==> src/rtl/draw_menu_select.sv <==
// Menu selection stage: highlight frame overlay plus the up/down/enter navigation FSM.
// Build option MENU_WRAP_EN: selection wraps at the menu ends instead of saturating.
package snake_pkg;
  localparam int RGB_B     = 12;
  localparam int BUTTONS_X = 312;
  localparam int BUTTONS_W = 176;
  localparam int BUTTONS_H = 48;
  localparam int BUTTON1_Y = 200;
  localparam int BUTTON2_Y = 280;
  localparam int BUTTON3_Y = 360;
endpackage

// state   | meaning
// BROWSE  | up/down move the selection, enter starts confirmation
// CONFIRM | highlight frame blinks, all buttons ignored
// DONE    | choice reported, held until en falls
module draw_menu_select
  import snake_pkg::*;
#(
  parameter logic [RGB_B-1:0] HL_COLOR       = 12'hF00,
  parameter int               FRAME_W        = 4,
  parameter int               BLINK_FRAMES   = 8,
  parameter int               CONFIRM_BLINKS = 3,
  parameter int               N_BUTTONS      = 3
) (
  input  logic             clk,
  input  logic             rst,
  input  logic             en,
  input  logic             btn_up,
  input  logic             btn_down,
  input  logic             btn_enter,
  vga_if.in                vga_in,
  input  logic [RGB_B-1:0] rgb_i,
  vga_if.out               vga_out,
  output logic [RGB_B-1:0] rgb_o,
  output logic [1:0]       sel_o,
  output logic [1:0]       choice_o,
  output logic             choice_valid_o
);

  typedef enum logic [1:0] {
    BROWSE  = 2'd0,
    CONFIRM = 2'd1,
    DONE    = 2'd2
  } state_t;

  localparam int FC_W = (BLINK_FRAMES > 1) ? $clog2(BLINK_FRAMES) : 1;
  localparam int BC_W = (2 * CONFIRM_BLINKS > 1) ? $clog2(2 * CONFIRM_BLINKS) : 1;
  localparam logic [FC_W-1:0] FC_LAST = FC_W'(BLINK_FRAMES - 1);
  localparam logic [BC_W-1:0] BC_LAST = BC_W'(2 * CONFIRM_BLINKS - 1);
  localparam logic [1:0]      SEL_MAX = 2'(N_BUTTONS - 1);

`ifdef MENU_WRAP_EN
  localparam logic [1:0] SEL_BELOW_MIN = SEL_MAX;
  localparam logic [1:0] SEL_ABOVE_MAX = 2'd0;
`else
  localparam logic [1:0] SEL_BELOW_MIN = 2'd0;
  localparam logic [1:0] SEL_ABOVE_MAX = SEL_MAX;
`endif

  localparam logic [11:0] X_LO_OUT = (BUTTONS_X >= FRAME_W) ? 12'(BUTTONS_X - FRAME_W) : 12'd0;
  localparam logic [11:0] X_HI_OUT = 12'(BUTTONS_X + BUTTONS_W + FRAME_W);
  localparam logic [11:0] X_LO_IN  = 12'(BUTTONS_X);
  localparam logic [11:0] X_HI_IN  = 12'(BUTTONS_X + BUTTONS_W);

  state_t          state, state_nxt;
  logic [1:0]      sel, sel_nxt, sel_inc, sel_dec;
  logic [1:0]      choice, choice_nxt;
  logic            choice_valid, valid_nxt;
  logic [FC_W-1:0] frame_cnt, frame_cnt_nxt;
  logic [BC_W-1:0] blink_cnt, blink_cnt_nxt;
  logic            blink_on, blink_on_nxt;
  logic [1:0]      disp_sel;
  logic            vblnk_d;
  logic            frame_tick;

  logic [11:0] hc, vc, btn_y, y_lo_out, y_hi_out, y_hi_in;
  logic        in_outer, in_inner, in_hl, frame_vis;
  logic [RGB_B-1:0] rgb_nxt;

  assign frame_tick = vga_in.vblnk & ~vblnk_d;
  assign sel_inc    = (sel >= SEL_MAX) ? SEL_ABOVE_MAX : sel + 2'd1;
  assign sel_dec    = (sel == 2'd0)    ? SEL_BELOW_MIN : sel - 2'd1;

  always_ff @(posedge clk or negedge rst) begin
    if (!rst) begin
      state        <= BROWSE;
      sel          <= 2'd0;
      choice       <= 2'd0;
      choice_valid <= 1'b0;
      frame_cnt    <= '0;
      blink_cnt    <= '0;
      blink_on     <= 1'b1;
    end else begin
      state        <= state_nxt;
      sel          <= sel_nxt;
      choice       <= choice_nxt;
      choice_valid <= valid_nxt;
      frame_cnt    <= frame_cnt_nxt;
      blink_cnt    <= blink_cnt_nxt;
      blink_on     <= blink_on_nxt;
    end
  end

  always_comb begin
    state_nxt     = state;
    sel_nxt       = sel;
    choice_nxt    = choice;
    valid_nxt     = choice_valid;
    frame_cnt_nxt = frame_cnt;
    blink_cnt_nxt = blink_cnt;
    blink_on_nxt  = blink_on;
    if (!en) begin
      state_nxt     = BROWSE;
      valid_nxt     = 1'b0;
      frame_cnt_nxt = '0;
      blink_cnt_nxt = '0;
      blink_on_nxt  = 1'b1;
    end else begin
      case (state)
        BROWSE: begin
          if (btn_enter) begin
            choice_nxt    = sel;
            frame_cnt_nxt = '0;
            blink_cnt_nxt = '0;
            blink_on_nxt  = 1'b1;
            state_nxt     = CONFIRM;
          end else if (btn_up && !btn_down) begin
            sel_nxt = sel_dec;
          end else if (btn_down && !btn_up) begin
            sel_nxt = sel_inc;
          end
        end
        CONFIRM: begin
          if (frame_tick) begin
            if (frame_cnt == FC_LAST) begin
              frame_cnt_nxt = '0;
              blink_on_nxt  = ~blink_on;
              blink_cnt_nxt = blink_cnt + 1'b1;
              if (blink_cnt == BC_LAST) begin
                valid_nxt = 1'b1;
                state_nxt = DONE;
              end
            end else begin
              frame_cnt_nxt = frame_cnt + 1'b1;
            end
          end
        end
        default: state_nxt = state;
      endcase
    end
  end

  // Highlight only follows sel at frame boundaries so it never tears mid-frame.
  always_ff @(posedge clk or negedge rst) begin
    if (!rst) begin
      vblnk_d  <= 1'b0;
      disp_sel <= 2'd0;
    end else begin
      vblnk_d <= vga_in.vblnk;
      if (frame_tick) disp_sel <= sel;
    end
  end

  always_comb begin
    case (disp_sel)
      2'd1:    btn_y = 12'(BUTTON2_Y);
      2'd2:    btn_y = 12'(BUTTON3_Y);
      default: btn_y = 12'(BUTTON1_Y);
    endcase
    y_lo_out = (btn_y >= 12'(FRAME_W)) ? btn_y - 12'(FRAME_W) : 12'd0;
    y_hi_out = btn_y + 12'(BUTTONS_H + FRAME_W);
    y_hi_in  = btn_y + 12'(BUTTONS_H);
  end

  assign hc        = {1'b0, vga_in.hcount};
  assign vc        = {1'b0, vga_in.vcount};
  assign in_outer  = (hc >= X_LO_OUT) && (hc < X_HI_OUT) && (vc >= y_lo_out) && (vc < y_hi_out);
  assign in_inner  = (hc >= X_LO_IN) && (hc < X_HI_IN) && (vc >= btn_y) && (vc < y_hi_in);
  assign in_hl     = in_outer && !in_inner;
  assign frame_vis = (state != CONFIRM) || blink_on;

  always_comb begin
    rgb_nxt = rgb_i;
    if (vga_in.hblnk || vga_in.vblnk) begin
      rgb_nxt = '0;
    end else if (in_hl && frame_vis) begin
      rgb_nxt = HL_COLOR;
    end
  end

  always_ff @(posedge clk or negedge rst) begin
    if (!rst) begin
      vga_out.hcount <= '0;
      vga_out.vcount <= '0;
      vga_out.hsync  <= 1'b0;
      vga_out.vsync  <= 1'b0;
      vga_out.hblnk  <= 1'b0;
      vga_out.vblnk  <= 1'b0;
      rgb_o          <= '0;
    end else begin
      vga_out.hcount <= vga_in.hcount;
      vga_out.vcount <= vga_in.vcount;
      vga_out.hsync  <= vga_in.hsync;
      vga_out.vsync  <= vga_in.vsync;
      vga_out.hblnk  <= vga_in.hblnk;
      vga_out.vblnk  <= vga_in.vblnk;
      rgb_o          <= rgb_nxt;
    end
  end

  assign sel_o          = sel;
  assign choice_o       = choice;
  assign choice_valid_o = choice_valid;

endmodule

==> src/rtl/draw_menu_select_if.sv <==
// VGA timing bus passed between stages of the menu draw chain.
// in/out are the stage-facing views; master/slave are the generic aliases.
interface vga_if;
  logic [10:0] hcount;
  logic [10:0] vcount;
  logic        hsync;
  logic        vsync;
  logic        hblnk;
  logic        vblnk;

  modport out    (output hcount, vcount, hsync, vsync, hblnk, vblnk);
  modport in     (input  hcount, vcount, hsync, vsync, hblnk, vblnk);
  modport master (output hcount, vcount, hsync, vsync, hblnk, vblnk);
  modport slave  (input  hcount, vcount, hsync, vsync, hblnk, vblnk);
endinterface

==> src/flat_wrapper.sv <==
// flat-port wrapper written by rule: the top's interface ports become plain ports
module draw_menu_select_flat import snake_pkg::*;
#(
  parameter logic [RGB_B-1:0] HL_COLOR       = 12'hF00,
  parameter int               FRAME_W        = 4,
  parameter int               BLINK_FRAMES   = 8,
  parameter int               CONFIRM_BLINKS = 3,
  parameter int               N_BUTTONS      = 3
)
  (clk, rst, en, btn_up, btn_down, btn_enter, rgb_i, rgb_o, sel_o, choice_o, choice_valid_o, vga_in_hcount, vga_in_vcount, vga_in_hsync, vga_in_vsync, vga_in_hblnk, vga_in_vblnk, vga_out_hcount, vga_out_vcount, vga_out_hsync, vga_out_vsync, vga_out_hblnk, vga_out_vblnk);
  vga_if vga_in_i ();
  vga_if vga_out_i ();
  input  logic clk;
  input  logic rst;
  input  logic en;
  input  logic btn_up;
  input  logic btn_down;
  input  logic btn_enter;
  input  logic [RGB_B-1:0] rgb_i;
  output logic [RGB_B-1:0] rgb_o;
  output logic [1:0] sel_o;
  output logic [1:0] choice_o;
  output logic choice_valid_o;
  input wire logic [$bits(vga_in_i.hcount)-1:0] vga_in_hcount;
  input wire logic [$bits(vga_in_i.vcount)-1:0] vga_in_vcount;
  input wire logic [$bits(vga_in_i.hsync)-1:0] vga_in_hsync;
  input wire logic [$bits(vga_in_i.vsync)-1:0] vga_in_vsync;
  input wire logic [$bits(vga_in_i.hblnk)-1:0] vga_in_hblnk;
  input wire logic [$bits(vga_in_i.vblnk)-1:0] vga_in_vblnk;
  output wire logic [$bits(vga_out_i.hcount)-1:0] vga_out_hcount;
  output wire logic [$bits(vga_out_i.vcount)-1:0] vga_out_vcount;
  output wire logic [$bits(vga_out_i.hsync)-1:0] vga_out_hsync;
  output wire logic [$bits(vga_out_i.vsync)-1:0] vga_out_vsync;
  output wire logic [$bits(vga_out_i.hblnk)-1:0] vga_out_hblnk;
  output wire logic [$bits(vga_out_i.vblnk)-1:0] vga_out_vblnk;
  assign vga_in_i.hcount = vga_in_hcount;
  assign vga_in_i.vcount = vga_in_vcount;
  assign vga_in_i.hsync = vga_in_hsync;
  assign vga_in_i.vsync = vga_in_vsync;
  assign vga_in_i.hblnk = vga_in_hblnk;
  assign vga_in_i.vblnk = vga_in_vblnk;
  assign vga_out_hcount = vga_out_i.hcount;
  assign vga_out_vcount = vga_out_i.vcount;
  assign vga_out_hsync = vga_out_i.hsync;
  assign vga_out_vsync = vga_out_i.vsync;
  assign vga_out_hblnk = vga_out_i.hblnk;
  assign vga_out_vblnk = vga_out_i.vblnk;
  draw_menu_select #(.HL_COLOR(HL_COLOR), .FRAME_W(FRAME_W), .BLINK_FRAMES(BLINK_FRAMES), .CONFIRM_BLINKS(CONFIRM_BLINKS), .N_BUTTONS(N_BUTTONS)) u_core (.clk(clk), .rst(rst), .en(en), .btn_up(btn_up), .btn_down(btn_down), .btn_enter(btn_enter), .vga_in(vga_in_i), .rgb_i(rgb_i), .vga_out(vga_out_i), .rgb_o(rgb_o), .sel_o(sel_o), .choice_o(choice_o), .choice_valid_o(choice_valid_o));
endmodule
==> config.mk <==
export PLATFORM = sky130hd
export DESIGN_NAME = draw_menu_select_flat
export DESIGN_NICKNAME = d
export VERILOG_FILES = /design/src/rtl/draw_menu_select.sv /design/src/rtl/draw_menu_select_if.sv /design/src/flat_wrapper.sv
export SDC_FILE = /design/constraint.sdc
export NUM_CORES = 1
export LEC_CHECK = 0
export BUFFER_PORTS_ARGS = -buffer_cell sky130_fd_sc_hd__buf_4
export CAP_MARGIN = 20
export CORE_MARGIN = 8
export CORE_UTILIZATION = 44
export CTS_CLUSTER_DIAMETER = 150
export DETAILED_ROUTE_END_ITERATION = 7
export GPL_ROUTABILITY_DRIVEN = 0
export PLACE_DENSITY = 0.75
export SLEW_MARGIN = 10
export SYNTH_ARGS = -nofsm -noshare
export SYNTH_HDL_FRONTEND = slang
export SYNTH_SLANG_ARGS = --single-unit
export TNS_END_PERCENT = 1
==> constraint.sdc <==
create_clock -name clk -period 2.2 [get_ports clk]
set_input_delay 0.22 -clock clk [delete_from_list [all_inputs] [get_ports clk]]
set_output_delay 0.22 -clock clk [all_outputs]
set_load 0.03 [all_outputs]
==> flow_metrics.tcl, run 1 <==
set metrics [dict create \
    period_needed_ns 2.237 \
    violations "negative setup slack" \
    clk_path_buf_depth 2 \
    antenna_found_initial 0 \
    setup_violations 12 \
    finalSetupTns_ns -0.2359 \
    fin_crit_sh_pct 101.7 \
    cp.arrival_ns 2.47 \
    regArea_um2 1353 \
    multi_input_area_um2 1012 \
    synth_cell_types 45 \
    swShare_pct 31.68 \
    ios 87 \
    portBuffers 86 \
    detail-route-antenna-nets 0 \
    syn2layout_area_growth_pct 42.73 \
    grt_util_all_layers_pct 15.16 \
    grt_pass1_vias 1924 \
    synth_seq_cells 54 \
    min_path_type "input port to register" \
    grt_setup_unrepaired "yes" \
    drc 0 \
    die-height_um 88.83 \
    grt_overflow 0 \
    pwr-share-clk_pct 21.6 \
    htree_levels 2 \
    layout_common_cells "buf_4, dfrtp_1, nand2_1, ha_1, nor2_1" \
    die_w_um 88.83 \
    slew_headroom_pct 55.54 \
    synth_edf_count 0 \
    cts_made_buffers 5 \
    clock_latency_ns 0.31 \
    postSynthAreaPerCell_um2 11.73 \
    power_density_nw_per_um2 729.9 \
    fillCellCount 417 \
    rows 26 \
    grt_pass1_wl_mm 9.149 \
    vias 1882 \
    max-cap-violations 0 \
    start_kind "register" \
    status "finished, violations left" \
    die_area_um2 7890 \
    clk_pin_slew_ns 0.09 \
    nets 363 \
    fmax_ghz 0.4470 \
    start_util_pct 45.69 \
    syn-instance-count 199 \
    totalPowerFinal_mw 2.431 \
    p_sw_uw 770.3 \
    synth_area_um2 2333 \
    max-vdd-ir-drop_mv 0.4604 \
    setup_slack_ns -0.03706 \
    yosysWarnings 0 \
    firstDrtPassIters 4 \
    clkSinkCount 54 \
    path_max_fanout 8 \
    layout_commonest_cell "buf_4" \
    viasPerCell 5.073 \
    p_leak_nw 1.612 \
    synthArstFlopShare_pct 100.0 \
    seq_area_frac_synth_pct 57.96 \
    drt_iter0_drc 59 \
    crit_required_ns 2.44 \
    antennaDiodeCount 0 \
    coreArea_um2 5107 \
    synthFlopType "dfrtp_1" \
    cts_tree "yes" \
    grt_max_degree 55 \
    drt_wl_total_mm 5.835 \
    hold_viol 0 \
    synth_nets 261 \
    wire_per_inst_um 15.73 \
    ys_top_cells_by_area "dfrtp_1, ha_1, a21oi_2" \
    synth_top_area_share_pct 56.84 \
    criticalPathCategory "register to register" \
    p_int_mw 1.661 \
    pwr-share-seq_pct 45.6 \
    worst_hold_slack_ns 0.01867 \
    tightest_slew_ns 0.6670 \
    drive_gt1_share_pct 44.85 \
    combPwrFrac_pct 32.8 \
    cp-end-kind "register" \
    yosysTopAreaCell "dfrtp_1" \
    root_buffer "clkbuf_8" \
    dp_hpwl_mm 4.574 \
    post_cts_buffers 0 \
    final-max-slew-violation-count 0 \
    clock_skew_ns 0.01101 \
]
==> cell families (layout without fill, tap and decap cells) <==
kind of cell | count (synthesis) | in the layout | synth area share, %
XOR/XNOR | 1 | 1 | 0.3754
flip-flops | 54 | 54 | 57.96
multiplexers | 5 | 5 | 2.359
AND/OR/NAND/NOR | 57 | 57 | 12.55
adder cells (fa/ha/maj) | 18 | 18 | 9.652
AO/OA/AOI/OAI | 47 | 47 | 13.94
buffers and inverters | 17 | 119 | 3.164
==> state kept, by name, summed over array words and instances, names as in the netlist, 2 cells and up <==
| register | flops |
|---|---|
| u_core.frame_cnt | 3 |
| u_core.state | 2 |
| u_core.sel_o | 2 |
| u_core.blink_cnt | 3 |
| u_core.choice_o | 2 |
| u_core.rgb_o | 12 |
| u_core.vga_out.vcount | 11 |
| u_core.disp_sel | 2 |
| u_core.vga_out.hcount | 11 |
==> path summary, 6_finish.rpt <==
kind,slack [ns],cells after the start,from,end
hold reg to reg,0.50,2,u_core.blink_on,u_core.blink_on
hold / removal,0.02,1,vga_in_vcount[1],u_core.vga_out.vcount[1]
max in group asynchronous,1.27,2,rst,u_core.vga_out.vcount[7]
setup / recovery,-0.04,9,u_core.disp_sel[0],u_core.rgb_o[5]
setup reg to reg,-0.04,9,u_core.disp_sel[0],u_core.rgb_o[5]
min in group asynchronous,0.49,2,rst,u_core.vga_out.vsync
==> worst max-delay path, stage by stage, from the launching register on <==
cell	delay [ns]
dfrtp_1	0.40
inv_2	0.08
ha_4	0.22
ha_4	0.27
nor3b_4	0.24
o2111ai_1	0.15
and3_1	0.21
or3_1	0.32
buf_6	0.16
a21oi_2	0.12
==> timing repair <==
action / 4_1_cts / 5_1_grt
pin swaps: 7 / 10
endpoints found under the hold margin: 53 / 0
setup endpoints to repair: 12 / 12
hold buffers: 1 / 0
gates resized for setup: 7 / 8
==> cells in the mapped netlist, types with 2 or more instances <==
library cell / instances
buf_2: 2
and3_1: 5
a21oi_2: 8
a21o_1: 2
mux2_2: 4
o21ai_0: 8
or3_1: 2
o21ai_1: 6
dfrtp_1: 53
o2111ai_1: 2
a21oi_1: 9
nand2_1: 18
inv_1: 13
nor2_1: 11
o22ai_1: 2
ha_1: 18
nand3_1: 8
==> final cells by class <==
cell class	instances	share of cell area (%)
sequential	54	40.61
multi-input combinational	128	30.39
timing repair buffer	99	22.50
tap	70	2.630
clock buffer	6	2.179
inverter	13	1.465
clock inverter	1	0.2254
==> power groups by stage <==
stage | Clock (mW) | Combinational (mW) | Sequential (mW)
CTS | 0.546 | 0.751 | 1.11
global route | 0.593 | 0.873 | 1.12
global placement | 0 | 0.710 | 1.12
detailed placement | 0 | 0.732 | 1.13
floorplan | 0 | 0.295 | 1.24
finish | 0.526 | 0.797 | 1.11
==> through the flow <==
step / cell area (um^2) / util, % / setup WS (ns) / cells
final: 3331 / 65.21 / -0.03706 / 371
after global placement: 3169 / 62.05 / -0.07102 / 363
after detailed placement: 3169 / 62.05 / -0.1580 / 363
after floorplan: 2374 / - / 0.001704 / 199
after CTS: 3283 / 64.28 / -0.05892 / 371
after global routing: 3331 / 65.21 / -0.1165 / 371
==> per-layer routing <==
| metal | track usage (%) | vias to the layer above | wire length, um |
|---|---|---|---|
| li1 | - | 903 | - |
| met1 | 18.52 | 894 | 2466 |
| met5 | 0 | - | 0 |
| met4 | 5.837 | 0 | 48 |
| met3 | 4.921 | 4 | 580 |
| met2 | 24.12 | 81 | 2739 |
(Power assumes the default switching activity.)
==> inputs of run 2 (changes only) <==
--- a/config.mk
+++ b/config.mk
@@ -7,7 +7,7 @@
 export LEC_CHECK = 0
 export BUFFER_PORTS_ARGS = -buffer_cell sky130_fd_sc_hd__buf_4
 export CAP_MARGIN = 20
-export CORE_MARGIN = 8
+export CORE_MARGIN = 2
 export CORE_UTILIZATION = 44
 export CTS_CLUSTER_DIAMETER = 150
 export DETAILED_ROUTE_END_ITERATION = 7
==> run 2 against run 1 <==
  * The flow still finishes with violations (negative setup slack)
  * Global-route usage increased by 2.5 points
  * First-iteration DRC count increased by 36%
  * Wire length decreased by 13%
  * Utilization up 1.1 points
  * Register-to-register slack about the same
  * Flip-flop and latch count is the same
  * Maximum frequency fell by 0.66%
  * Combinational power rose by 3.6%
  * Critical path depth down 1
  * Die area fell by 25%
  * Sequential share of layout area fell by 0.68 points
  * Highest routed layer unchanged
==> flow_metrics.tcl, run 2 (synthesized netlist as in run 1, its figures left out) <==
set metrics [dict create \
    drt_wl_total_mm 5.072 \
    setup_violations 12 \
    pwr-share-seq_pct 44.9 \
    swShare_pct 31.74 \
    max-cap-violations 0 \
    clk_path_buf_depth 2 \
    dp_hpwl_mm 3.807 \
    drc 0 \
    max-vdd-ir-drop_mv 0.4334 \
    final-max-slew-violation-count 0 \
    p_sw_uw 783.8 \
    rows 26 \
    wire_per_inst_um 13.63 \
    clk_pin_slew_ns 0.09 \
    die_w_um 76.83 \
    regMostFlops "u_core.rgb_o" \
    place_ws_ns -0.1361 \
    top_regs "u_core.rgb_o (12), u_core.vga_out.hcount (11), u_core.vga_out.vcount (11)" \
    dp.cells 363 \
    clkSinkCount 54 \
    grt_max_degree 55 \
    grt_overflow 0 \
    tightest_slew_ns 0.6619 \
    start_kind "register" \
    combPwrFrac_pct 33.5 \
    path_max_fanout 8 \
    portBuffers 86 \
    violations "negative setup slack" \
    firstDrtPassIters 4 \
    status "finished, violations left" \
    rrSetupSlack_ns -0.05 \
    worst_hold_slack_ns 0.02247 \
    clock_latency_ns 0.30 \
    viasPerCell 5.008 \
    crit_required_ns 2.43 \
    vias 1863 \
    fin_crit_sh_pct 102.4 \
    fmax_ghz 0.4440 \
    cp.arrival_ns 2.48 \
    totalPowerFinal_mw 2.470 \
    period_needed_ns 2.252 \
    power_density_nw_per_um2 729.1 \
    post-route-util_pct 66.32 \
    min_path_type "input port to register" \
    root_buffer "clkbuf_8" \
    drive_gt1_share_pct 47.68 \
    layout_common_cells "buf_4, dfrtp_1, nand2_1, ha_1" \
    htree_levels 2 \
    cts_tree "yes" \
    grt_util_all_layers_pct 17.67 \
    antenna_found_initial 0 \
    grt_pass1_wl_mm 8.445 \
    setup_slack_ns -0.05202 \
    start_util_pct 45.69 \
    die_area_um2 5902 \
    slew_headroom_pct 55.88 \
    grt_setup_unrepaired "yes" \
    syn2layout_area_growth_pct 45.15 \
    antennaDiodeCount 0 \
    largest_reg_flops 12 \
    p_leak_nw 1.628 \
    detail-route-antenna-nets 0 \
    criticalPathCategory "register to register" \
    nets 363 \
    cp-end-kind "register" \
    final_cell_count_no_fill 372 \
    layout_commonest_cell "buf_4" \
    p_int_mw 1.686 \
    grt_pass1_vias 1824 \
    cts_made_buffers 5 \
    ios 87 \
    die-height_um 76.83 \
    drt_iter0_drc 80 \
    coreArea_um2 5107 \
    clock_skew_ns 0.01160 \
    pwr-share-clk_pct 21.7 \
    hold_viol 0 \
]
## run 2: cell count changes in the layout (fill, tap and decap cells not counted), sizes merged
| cell | change |
|---|---|
| clkinv | +2 |
| clkinvlp | -1 |
## run 2: per-stage QoR
stage	cell area (um^2)	setup TNS [ns]
3_5_place_dp	3169	-1.011
3_3_place_gp	3169	-0.5339
2_1_floorplan	2374	0
6_report	3387	-0.5135
4_1_cts	3296	-0.5434
5_1_grt	3387	-1.448
## run 2: path summary, 6_finish.rpt
check | depth (start not counted) | start | to
min | 1 | vga_in_vcount[1] | u_core.vga_out.vcount[1]
max in group asynchronous | 2 | rst | u_core.vga_out.hcount[5]
min reg2reg | 2 | u_core.blink_on | u_core.blink_on
min in group asynchronous | 2 | rst | u_core.choice_valid_o
max reg2reg | 8 | u_core.disp_sel[0] | u_core.rgb_o[5]
max | 8 | u_core.disp_sel[0] | u_core.rgb_o[5]
## run 2: power by group through the flow
stage	clock [mW]	sequential (mW)	combinational [mW]
floorplan	0	1.24	0.295
global placement	0	1.12	0.705
detailed placement	0	1.13	0.721
CTS	0.555	1.11	0.748
global route	0.588	1.12	0.904
finish	0.536	1.11	0.826
## run 2: what timing repair did
item / 4_1_cts / 5_1_grt
gates resized for setup: 8 / 19
cloned: 0 / 0
hold buffers: 1 / 0
buffers inserted: 0 / 1
pin swaps: 1 / 15
setup endpoints to repair: 12 / 12
hold endpoints to repair: 53 / 0
## run 2: metal layers
layer  up-vias  track usage [%]  share of wire, %
met3         4            5.176               7.3
met5         -                0                 0
met2        68            29.04                48
met4         0            4.727              0.79
met1       887            22.90                44
li1        904                -                 -
## run 2: worst max-delay path, cell delays in order (launching register included)
cell	delay (ns)
dfrtp_1	0.40
inv_2	0.08
ha_4	0.22
ha_4	0.26
nor3b_4	0.25
o2111ai_2	0.16
and3_4	0.22
or3_4	0.46
a21oi_2	0.14
## run 2: cell type report
cell class,count,area [um^2]
timing repair buffer,99,753.2
fill,398,1720
inverter,13,48.80
tap,70,87.58
sequential,54,1353
multi-input combinational,128,1059
clock inverter,2,13.76
clock buffer,6,72.57
==> inputs of run 3 (changes only) <==
--- a/config.mk
+++ b/config.mk
@@ -17,4 +17,4 @@
 export SYNTH_ARGS = -nofsm -noshare
 export SYNTH_HDL_FRONTEND = slang
 export SYNTH_SLANG_ARGS = --single-unit
-export TNS_END_PERCENT = 1
+export TNS_END_PERCENT = 30
==> run 3 against run 2 <==
  * The run still ends with negative setup slack left
  * Critical path depth stayed put
  * Non-clock buffer count unchanged
  * Critical path type unchanged
  * Utilization did not move
  * Highest routed layer unchanged
  * Count of clock-buffer cells in the layout stayed put
  * Final area stayed put
  * Flip-flop and latch count unchanged
  * Global-route usage did not move
  * Worst hold slack unchanged
  * Worst setup slack is the same
  * Sequential share of layout area unchanged
  * Largest power group unchanged
  * First-iteration DRC count unchanged
==> flow_metrics.tcl, run 3 (synthesized netlist as in run 1, its figures left out) <==
set metrics [dict create \
    ios 87 \
    portBuffers 86 \
    vias 1863 \
    grt_max_degree 55 \
    final_cell_count_no_fill 372 \
    max-cap-violations 0 \
    die_w_um 76.83 \
    cp_common_cell "ha_4" \
    top_regs "u_core.rgb_o (12), u_core.vga_out.hcount (11), u_core.vga_out.vcount (11)" \
    rows 26 \
    met3_usage_pct 5.176 \
    clock_latency_ns 0.30 \
    violations "negative setup slack" \
    critical_path.max_stage_delay_ns 0.46 \
    dp_hpwl_mm 3.807 \
    viasPerCell 5.008 \
    top_usage_layer "met2" \
    cp-end-kind "register" \
    grt_util_all_layers_pct 17.67 \
    cts_made_buffers 5 \
    syn2layout_area_growth_pct 45.15 \
    antennaDiodeCount 0 \
    fin_crit_sh_pct 102.4 \
    power_density_nw_per_um2 729.1 \
    path_cells "inv_2 > ha_4 > ha_4 > nor3b_4 > o2111ai_2 > and3_4 > or3_4 > a21oi_2" \
    slew_headroom_pct 55.88 \
    fmax_ghz 0.4440 \
    hold_start "vga_in_vcount[1]" \
    setup_violations 12 \
    path_max_fanout 8 \
    critPathLaunch "u_core.disp_sel[0]" \
    clk_path_buf_depth 2 \
    worst_hold_slack_ns 0.02247 \
    min_path_type "input port to register" \
    clock_skew_ns 0.01160 \
    htree_levels 2 \
    status "finished, violations left" \
    tightest_slew_ns 0.6619 \
    use_met2_pct 29.04 \
    antenna_found_initial 0 \
    start_util_pct 45.69 \
    period_needed_ns 2.252 \
    coreArea_um2 5107 \
    max-vdd-ir-drop_mv 0.4334 \
    firstDrtPassIters 4 \
    layout_common_cells "buf_4, dfrtp_1, nand2_1, ha_1" \
    nets 363 \
    timing.rr.start "u_core.disp_sel[0]" \
    dp.cells 363 \
    crit_required_ns 2.43 \
    regMostFlops "u_core.rgb_o" \
    setup_slack_ns -0.05202 \
    clk_pin_slew_ns 0.09 \
    final-max-slew-violation-count 0 \
    slowest_stage "or3_4" \
    root_buffer "clkbuf_8" \
    die_area_um2 5902 \
    cts_tree "yes" \
    grt_pass1_wl_mm 8.445 \
    criticalPathCategory "register to register" \
    cp.arrival_ns 2.48 \
    gr-usage-met1_pct 22.90 \
    detail-route-antenna-nets 0 \
    hold_viol 0 \
    die-height_um 76.83 \
    post-route-util_pct 66.32 \
    grt_overflow 0 \
    grt_pass1_vias 1824 \
    drt_iter0_drc 80 \
    drc 0 \
    wire_per_inst_um 13.63 \
    largest_reg_flops 12 \
    clkSinkCount 54 \
    layout_commonest_cell "buf_4" \
    drt_wl_total_mm 5.072 \
    p_leak_nw 1.628 \
    start_kind "register" \
    grt_setup_unrepaired "yes" \
    drive_gt1_share_pct 47.68 \
]
## run 3: through the flow
step	TNS [ns]	area, um^2	setup slack, ns	total power [mW]
after floorplan	0	2374	0.001704	1.530
after global placement	-0.5339	3169	-0.06979	1.830
after detailed placement	-1.011	3169	-0.1361	1.847
after CTS	-0.5434	3296	-0.06626	2.412
after global routing	-1.448	3387	-0.1323	2.612
final	-0.5135	3387	-0.05202	2.470
## run 3: power breakdown
part           total [mW]  internal (mW)  switching [mW]  leakage [nW]
Sequential           1.11           1.06          0.0457         0.677
Combinational       0.826          0.398           0.428         0.906
Clock               0.536          0.225           0.310        0.0452
## run 3: path summary, 6_finish.rpt
kind	endpoint	slack (ns)	cells after the start
max	u_core.rgb_o[5]	-0.05	8
min	u_core.vga_out.vcount[1]	0.02	1
max reg2reg	u_core.rgb_o[5]	-0.05	8
min reg2reg	u_core.blink_on	0.50	2
max in group asynchronous	u_core.vga_out.hcount[5]	1.27	2
min in group asynchronous	u_core.choice_valid_o	0.49	2
## run 3: critical path: cells and delay by family (launching register included)
family          cells  cell delay (ns)
fa+ha+maj           2             0.48
buf+inv             1             0.08
flops               1             0.40
simple gates        3             0.93
compound gates      2             0.30
## run 3: area by class of cell
type                       instances  area, um^2
fill                             398        1720
sequential                        54        1353
multi-input combinational        128        1059
timing repair buffer              99       753.2
tap                               70       87.58
clock buffer                       6       72.57
inverter                          13       48.80
clock inverter                     2       13.76
## run 3: routing by layer
metal	share of wire, %	routed length (um)
met5	0	0
met4	0.79	40
met3	7.3	369
met2	48	2415
met1	44	2247
## run 3: repair_timing
action	4_1_cts	5_1_grt
endpoints found under the setup margin	12	12
resized for setup	8	19
gates cloned	0	0
buffers inserted	0	1
hold buffers	1	0
pin swaps	1	15
hold endpoints to repair	53	0
